`config.mk`:
```
export PLATFORM = sky130hd
export DESIGN_NAME = sweep_ctrl_flat
export DESIGN_NICKNAME = d
export VERILOG_FILES = /design/src/rtl/sweep_pkg.sv /design/src/rtl/sweep_ctrl_if.sv /design/src/rtl/updown_cnt_core.sv /design/src/rtl/sweep_ctrl.sv /design/src/flat_wrapper.sv
export SDC_FILE = /design/constraint.sdc
export NUM_CORES = 1
export LEC_CHECK = 0
export CORE_ASPECT_RATIO = 1.4
export CORE_MARGIN = 10
export CORE_UTILIZATION = 60
export CTS_BUF_LIST = sky130_fd_sc_hd__clkbuf_4 sky130_fd_sc_hd__clkbuf_8
export DETAILED_ROUTE_END_ITERATION = 12
export PLACE_DENSITY_LB_ADDON = 0.08
export REMOVE_ABC_BUFFERS = 1
export SLEW_MARGIN = 20
export SYNTH_ARGS = -nofsm -noshare
export SYNTH_HDL_FRONTEND = slang
export SYNTH_SLANG_ARGS = --single-unit
```
`constraint.sdc`:
```
create_clock -name clk -period 7 [get_ports clk]
set_input_delay 1.05 -clock clk [delete_from_list [all_inputs] [get_ports clk]]
set_output_delay 1.05 -clock clk [all_outputs]
set_load 0.02 [all_outputs]
```
`src/rtl/sweep_pkg.sv`:
```
// Shared constants and FSM state encoding for the sweep sequencer.
package sweep_pkg;

    localparam int unsigned WIDTH_DEF = 8;
    localparam int unsigned CYC_W_DEF = 4;
    localparam int unsigned STATE_W   = 3;

    typedef enum logic [STATE_W-1:0] {
        ST_IDLE    = 3'd0,
        ST_LOAD    = 3'd1,
        ST_RUN_FWD = 3'd2,
        ST_RUN_REV = 3'd3,
        ST_DONE    = 3'd4
    } state_e;

endpackage

```
`src/rtl/sweep_ctrl_if.sv`:
```
// Command/status bundle between a host and sweep_ctrl.
// Carries the pause input only when SWEEP_PAUSE_EN is defined.
interface sweep_ctrl_if
    import sweep_pkg::*;
#(
    parameter int unsigned WIDTH = WIDTH_DEF,
    parameter int unsigned CYC_W = CYC_W_DEF
);
    logic             cmd_valid;
    logic             cmd_ready;
    logic [WIDTH-1:0] cmd_start;
    logic [WIDTH-1:0] cmd_end;
    logic             cmd_pingpong;
    logic [CYC_W-1:0] cmd_cycles;
    logic             abort;
`ifdef SWEEP_PAUSE_EN
    logic             pause;
`endif
    logic [WIDTH-1:0] q;
    logic             m;
    logic             busy;
    logic             done;
    logic             aborted;

    modport master (
`ifdef SWEEP_PAUSE_EN
        output pause,
`endif
        output cmd_valid, cmd_start, cmd_end, cmd_pingpong, cmd_cycles, abort,
        input  cmd_ready, q, m, busy, done, aborted
    );

    modport slave (
`ifdef SWEEP_PAUSE_EN
        input  pause,
`endif
        input  cmd_valid, cmd_start, cmd_end, cmd_pingpong, cmd_cycles, abort,
        output cmd_ready, q, m, busy, done, aborted
    );

endinterface

```
`src/rtl/updown_cnt_core.sv`:
```
// Loadable up/down count register; priority rst > load > en.
module updown_cnt_core #(
    parameter int unsigned WIDTH = 8
) (
    input  logic             clk,
    input  logic             rst,
    input  logic             load_i,
    input  logic [WIDTH-1:0] d_i,
    input  logic             en_i,
    input  logic             up_i,
    output logic [WIDTH-1:0] q_o
);

    logic [WIDTH-1:0] cnt_q;

    always_ff @(posedge clk) begin
        if (!rst) begin
            cnt_q <= '0;
        end else if (load_i) begin
            cnt_q <= d_i;
        end else if (en_i) begin
            cnt_q <= up_i ? cnt_q + WIDTH'(1) : cnt_q - WIDTH'(1);
        end
    end

    assign q_o = cnt_q;

endmodule

```
`src/rtl/sweep_ctrl.sv`:
```
// Sweep sequencer: single or ping-pong start/end sweeps over an up/down counter.
// Optional SWEEP_PAUSE_EN adds a pause input that freezes the RUN states.
module sweep_ctrl
    import sweep_pkg::*;
#(
    parameter int unsigned WIDTH = WIDTH_DEF,
    parameter int unsigned CYC_W = CYC_W_DEF
) (
    input  logic         clk,
    input  logic         rst,
    sweep_ctrl_if.slave  bus
);

    state_e           state_q, state_d;
    logic [WIDTH-1:0] start_q, start_d, end_q, end_d;
    logic             pp_q, pp_d;
    logic [CYC_W-1:0] cyc_tgt_q, cyc_tgt_d, cyc_cnt_q, cyc_cnt_d;
    logic             m_q, m_d, done_q, done_d, aborted_q, aborted_d, busy_q, busy_d;

    logic             accept_c, pause_c, at_end_c, at_start_c, last_trip_c;
    logic             cnt_load_c, cnt_en_c, cnt_up_c;
    logic [CYC_W-1:0] cyc_inc_c;
    logic [WIDTH-1:0] q_w;

`ifdef SWEEP_PAUSE_EN
    assign pause_c = bus.pause;
`else
    assign pause_c = 1'b0;
`endif

    assign bus.cmd_ready = (state_q == ST_IDLE) && rst;
    assign accept_c      = bus.cmd_valid && bus.cmd_ready;
    assign at_end_c      = (q_w == end_q);
    assign at_start_c    = (q_w == start_q);
    assign cyc_inc_c     = cyc_cnt_q + CYC_W'(1);
    assign last_trip_c   = (cyc_inc_c == cyc_tgt_q);

    // State register
    always_ff @(posedge clk) begin
        if (!rst) begin
            state_q <= ST_IDLE;
        end else begin
            state_q <= state_d;
        end
    end

    // Next-state logic; abort outranks pause
    always_comb begin
        state_d = state_q;
        case (state_q)
            ST_IDLE: if (accept_c) state_d = ST_LOAD;
            ST_LOAD: begin
                if (bus.abort)               state_d = ST_IDLE;
                else if (start_q == end_q)   state_d = ST_DONE;
                else                         state_d = ST_RUN_FWD;
            end
            ST_RUN_FWD: begin
                if (bus.abort)               state_d = ST_IDLE;
                else if (pause_c)            state_d = ST_RUN_FWD;
                else if (at_end_c)           state_d = pp_q ? ST_RUN_REV : ST_DONE;
            end
            ST_RUN_REV: begin
                if (bus.abort)               state_d = ST_IDLE;
                else if (pause_c)            state_d = ST_RUN_REV;
                else if (at_start_c)         state_d = last_trip_c ? ST_DONE : ST_RUN_FWD;
            end
            ST_DONE:                         state_d = ST_IDLE;
            default:                         state_d = ST_IDLE;
        endcase
    end

    // Datapath controls and next values of the registered outputs
    always_comb begin
        start_d    = start_q;
        end_d      = end_q;
        pp_d       = pp_q;
        cyc_tgt_d  = cyc_tgt_q;
        cyc_cnt_d  = cyc_cnt_q;
        m_d        = m_q;
        done_d     = 1'b0;
        aborted_d  = 1'b0;
        busy_d     = (state_d != ST_IDLE);
        cnt_load_c = 1'b0;
        cnt_en_c   = 1'b0;
        cnt_up_c   = m_q;
        case (state_q)
            ST_IDLE: begin
                if (accept_c) begin
                    start_d   = bus.cmd_start;
                    end_d     = bus.cmd_end;
                    pp_d      = bus.cmd_pingpong;
                    cyc_tgt_d = (bus.cmd_cycles == '0) ? CYC_W'(1) : bus.cmd_cycles;
                end
            end
            ST_LOAD: begin
                if (bus.abort) begin
                    aborted_d = 1'b1;
                end else begin
                    cnt_load_c = 1'b1;
                    m_d        = (end_q >= start_q);
                    cyc_cnt_d  = '0;
                    done_d     = (start_q == end_q);
                end
            end
            ST_RUN_FWD: begin
                if (bus.abort) begin
                    aborted_d = 1'b1;
                end else if (!pause_c) begin
                    if (!at_end_c) begin
                        cnt_en_c = 1'b1;
                    end else if (pp_q) begin
                        m_d      = ~m_q;
                        cnt_en_c = 1'b1;
                        cnt_up_c = ~m_q;
                    end else begin
                        done_d = 1'b1;
                    end
                end
            end
            ST_RUN_REV: begin
                if (bus.abort) begin
                    aborted_d = 1'b1;
                end else if (!pause_c) begin
                    if (!at_start_c) begin
                        cnt_en_c = 1'b1;
                    end else begin
                        cyc_cnt_d = cyc_inc_c;
                        if (last_trip_c) begin
                            done_d = 1'b1;
                        end else begin
                            m_d      = ~m_q;
                            cnt_en_c = 1'b1;
                            cnt_up_c = ~m_q;
                        end
                    end
                end
            end
            ST_DONE: begin
                if (bus.abort) aborted_d = 1'b1;
            end
            default: ;
        endcase
    end

    always_ff @(posedge clk) begin
        if (!rst) begin
            start_q   <= '0;
            end_q     <= '0;
            pp_q      <= 1'b0;
            cyc_tgt_q <= '0;
            cyc_cnt_q <= '0;
            m_q       <= 1'b1;
            done_q    <= 1'b0;
            aborted_q <= 1'b0;
            busy_q    <= 1'b0;
        end else begin
            start_q   <= start_d;
            end_q     <= end_d;
            pp_q      <= pp_d;
            cyc_tgt_q <= cyc_tgt_d;
            cyc_cnt_q <= cyc_cnt_d;
            m_q       <= m_d;
            done_q    <= done_d;
            aborted_q <= aborted_d;
            busy_q    <= busy_d;
        end
    end

    updown_cnt_core #(.WIDTH(WIDTH)) u_cnt (
        .clk    (clk),
        .rst    (rst),
        .load_i (cnt_load_c),
        .d_i    (start_q),
        .en_i   (cnt_en_c),
        .up_i   (cnt_up_c),
        .q_o    (q_w)
    );

    assign bus.q       = q_w;
    assign bus.m       = m_q;
    assign bus.busy    = busy_q;
    assign bus.done    = done_q;
    assign bus.aborted = aborted_q;

endmodule
```
`src/flat_wrapper.sv`:
```
// flat-port wrapper written by rule: the top's interface ports become plain ports
module sweep_ctrl_flat import sweep_pkg::*;
#(
    parameter int unsigned WIDTH = WIDTH_DEF,
    parameter int unsigned CYC_W = CYC_W_DEF
)
  (clk, rst, bus_cmd_valid, bus_cmd_start, bus_cmd_end, bus_cmd_pingpong, bus_cmd_cycles, bus_abort, bus_cmd_ready, bus_q, bus_m, bus_busy, bus_done, bus_aborted);
  sweep_ctrl_if #(.WIDTH(WIDTH), .CYC_W(CYC_W)) bus_i ();
  input  logic clk;
  input  logic rst;
  input wire logic [$bits(bus_i.cmd_valid)-1:0] bus_cmd_valid;
  input wire logic [$bits(bus_i.cmd_start)-1:0] bus_cmd_start;
  input wire logic [$bits(bus_i.cmd_end)-1:0] bus_cmd_end;
  input wire logic [$bits(bus_i.cmd_pingpong)-1:0] bus_cmd_pingpong;
  input wire logic [$bits(bus_i.cmd_cycles)-1:0] bus_cmd_cycles;
  input wire logic [$bits(bus_i.abort)-1:0] bus_abort;
  output wire logic [$bits(bus_i.cmd_ready)-1:0] bus_cmd_ready;
  output wire logic [$bits(bus_i.q)-1:0] bus_q;
  output wire logic [$bits(bus_i.m)-1:0] bus_m;
  output wire logic [$bits(bus_i.busy)-1:0] bus_busy;
  output wire logic [$bits(bus_i.done)-1:0] bus_done;
  output wire logic [$bits(bus_i.aborted)-1:0] bus_aborted;
  assign bus_i.cmd_valid = bus_cmd_valid;
  assign bus_i.cmd_start = bus_cmd_start;
  assign bus_i.cmd_end = bus_cmd_end;
  assign bus_i.cmd_pingpong = bus_cmd_pingpong;
  assign bus_i.cmd_cycles = bus_cmd_cycles;
  assign bus_i.abort = bus_abort;
  assign bus_cmd_ready = bus_i.cmd_ready;
  assign bus_q = bus_i.q;
  assign bus_m = bus_i.m;
  assign bus_busy = bus_i.busy;
  assign bus_done = bus_i.done;
  assign bus_aborted = bus_i.aborted;
  sweep_ctrl #(.WIDTH(WIDTH), .CYC_W(CYC_W)) u_core (.clk(clk), .rst(rst), .bus(bus_i));
endmodule
```
==> results.toml <==
[status]
status = "completed"

[logic_synthesis]
synthArstFlopShare_pct = 0
synth_area_per_cell_um2 = 8.45
yosysTopAreaCellShare_pct = 31.6
synth_area_um2 = 2540
post_synth_num_cell_types = 59
synth.largest_area_cell = "dfxtp_1"
synth_warnings = 0
synth-seq-cells = 40
ys_top_cells_by_area = "dfxtp_1, xnor2_1, ha_1"
synth-edff-count = 0
syn_inst = 300
synth_ff_type = "dfxtp_1"
yosysSeqAreaShare_pct = 31.6

[worst_setup_path]
r2r-end = "u_core.u_cnt.q_o[7]$_SDFFE_PN0P_"
cp.arrival_ns = 4.32
max_stage_delay_ns = 0.56
crit_cells = 14
worstRegToRegCells = 14
crit_family = "compound AO/OA/AOI/OAI gates"
path_buf_inv = 1
slowest_stage = "clkdlybuf4s50_1"
worst_setup_path_start_kind = "input pin"
worstPathCellList = "clkdlybuf4s50_1 > nor2_4 > nand3b_2 > nor4_4 > a311o_1 > nand2_2 > ha_1 > o21ai_0 > o21ai_1 > a21o_1 > a21oi_1 > a211o_1 > o2111ai_2 > a31oi_1"
crit_path_end_kind = "flop"
worst-setup-path-type = "input pin to flop"
required_ns = 7.22
ff2ff_setup_slack_ns = 3.52
worstPathMaxFanout = 9
r2r-start = "u_core.cyc_cnt_q[0]$_SDFFE_PN0P_"

[place]
port_buffers = 37
place.gp.congestion = 0.916
place_area_um2 = 2900
place_hpwl_mm = 4.45
dp.cells = 368

[route]
drt-total-wl_mm = 5.77
vias = 2207
drt-pass1-iter-count = 4
wl_per_cell_um = 15.3
drtIter0Drc = 112
ant_nets = 0
drcViolationCount = 0
viasPerCell = 5.87

[layout]
most-common-layout-cells = "nand2_1, dfxtp_1, clkdlybuf4s50_1, xnor2_1, a21boi_1"
antenna_cells = 0
area_growth_syn_to_layout_pct = 18.2
finalInstanceArea_um2 = 3000
drive_gt1_share_pct = 7.21
final_cells = 376
final_nets = 374
final_common_cell = "nand2_1"
n_fill_cell = 308

[cts]
cts_setup_buffers = 0
ctsHoldBuffers = 0
cts.sinks = 40
cts_max_path_buffers = 2
htreeDepth = 2
cts_buffers = 5
cts_tree = "built"
cts.clk_slew.worst_paths_ns = 0.08
insertion_delay_ns = 0.29
cts-root-buf = "clkbuf_8"
cts-resized-gates = 0

[timing]
fin_crit_ns = 4.10
hold_viol = 0
relSlewSlack_pct = 32.3
finalSetupTns_ns = 0
skew_ns = 0.00644
tightest_slew_ns = 1.02
rsz0062_at_grt = "false"
layout_worst_path_cycle_share_pct = 58.6
fmax_ghz = 0.244
setup_viol = 0
slew_violations = 0

[worst_hold_path]
hold_path.class = "flop to flop"
hold_depth = 2
hold_start = "u_core.cyc_tgt_q[3]$_SDFFE_PN0P_"
min_to = "u_core.cyc_tgt_q[3]$_SDFFE_PN0P_"

[pwr]
vdd_drop_max_v = 0.000137
pwr_density_cell_nw_per_um2 = 173
power.leakage_nw = 1.14

[floorplan]
die_x_um = 74.9
io_pins = 38
die_height_um = 96.9
rows = 27
start_util_pct = 63.1
die-area_um2 = 7260
core_um2 = 4020

[job]
drv_cap = 0

[grt]
antenna_found_initial = 0
grt_remaining_overflow = 0
grt_pass1_vias = 2279
grt_usage_pct = 16.7
grt_max_degree = 38
grt_pass1_wl_mm = 9.98
==> report_power, final <==
part           switching [mW]  internal (mW)  total [mW]
clock network          0.0779         0.0840       0.162
registers              0.0123          0.237       0.249
logic                  0.0560         0.0516       0.108
==> metrics by stage <==
step	worst slack [ns]	hold slack, ns	utilization (%)	power, mW
2_1_floorplan	3.53	0.447	-	0.320
3_3_place_gp	2.73	0.457	72.1	0.359
3_5_place_dp	2.63	0.458	72.1	0.361
4_1_cts	2.92	0.469	74.6	0.523
5_1_grt	2.62	0.503	74.6	0.543
6_report	2.90	0.467	74.6	0.519
==> how the worst max path moves through the flow <==
stage,start,slack [ns],end
finish,bus_abort,2.90,u_core.u_cnt.q_o[7]$_SDFFE_PN0P_
CTS,bus_abort,2.92,u_core.u_cnt.q_o[7]$_SDFFE_PN0P_
global placement,bus_abort,2.73,u_core.u_cnt.q_o[7]$_SDFFE_PN0P_
global route,bus_abort,2.62,u_core.u_cnt.q_o[7]$_SDFFE_PN0P_
floorplan,bus_abort,3.53,u_core.u_cnt.q_o[7]$_SDFFE_PN0P_
detailed placement,bus_abort,2.63,u_core.u_cnt.q_o[7]$_SDFFE_PN0P_
==> logic make-up after synthesis <==
kind of cell | share of synthesized area [%]
adder cells (fa/ha/maj) | 8.68
AND/OR/NAND/NOR | 22.6
multiplexers | 1.97
buffers and inverters | 4.44
XOR/XNOR | 10.0
AO/OA/AOI/OAI | 20.7
flip-flops | 31.6
==> synth_stat cells, types with 3 or more instances <==
cell type / n
a21o_1: 3
o21ai_0: 11
a31oi_1: 3
mux2i_1: 5
and2_1: 4
nand4_1: 8
a21oi_1: 12
a21boi_1: 19
nor3_1: 6
o21ai_1: 4
nand2_1: 45
clkbuf_1: 8
nor2b_1: 4
o21a_1: 3
inv_1: 12
nor2_1: 18
dfxtp_1: 40
ha_1: 16
xnor2_1: 27
a21boi_0: 3
nand3_1: 4
==> final cells by class <==
type | count | area [um2] | share of cell area, %
flip-flops and latches | 40 | 801 | 26.7
repair buffers | 38 | 378 | 12.6
well taps | 43 | 53.8 | 1.79
clock buffers | 7 | 90.1 | 3.01
multi-input cells | 235 | 1620 | 54.1
clock inverters | 1 | 7.51 | 0.250
inverters | 12 | 45.0 | 1.50
==> state kept, by name (all words and copies together) (netlist names) <==
name                cells
u_core.bus.m            1
u_core.end_q            8
u_core.bus.done         1
u_core.pp_q             1
u_core.start_q          8
u_core.u_cnt.q_o        8
u_core.cyc_tgt_q        4
u_core.state_q          3
u_core.cyc_cnt_q        4
u_core.bus.busy         1
u_core.bus.aborted      1
==> tightest hold or removal path: cells and delay by family (launching register included) <==
kind	cells	cell delay, ns
flops	1	0.32
simple gates	1	0.05
compound gates	1	0.05
==> metal layers <==
metal / track usage, % / up-vias / wire, um
li1: - / 1110 / -
met3: 4.08 / 14 / 225
met4: 5.38 / 0 / 126
met5: 0 / - / 0
met1: 17.4 / 1030 / 2280
met2: 30.6 / 53 / 3140
Note: power is estimated with default switching activity, not from simulation.
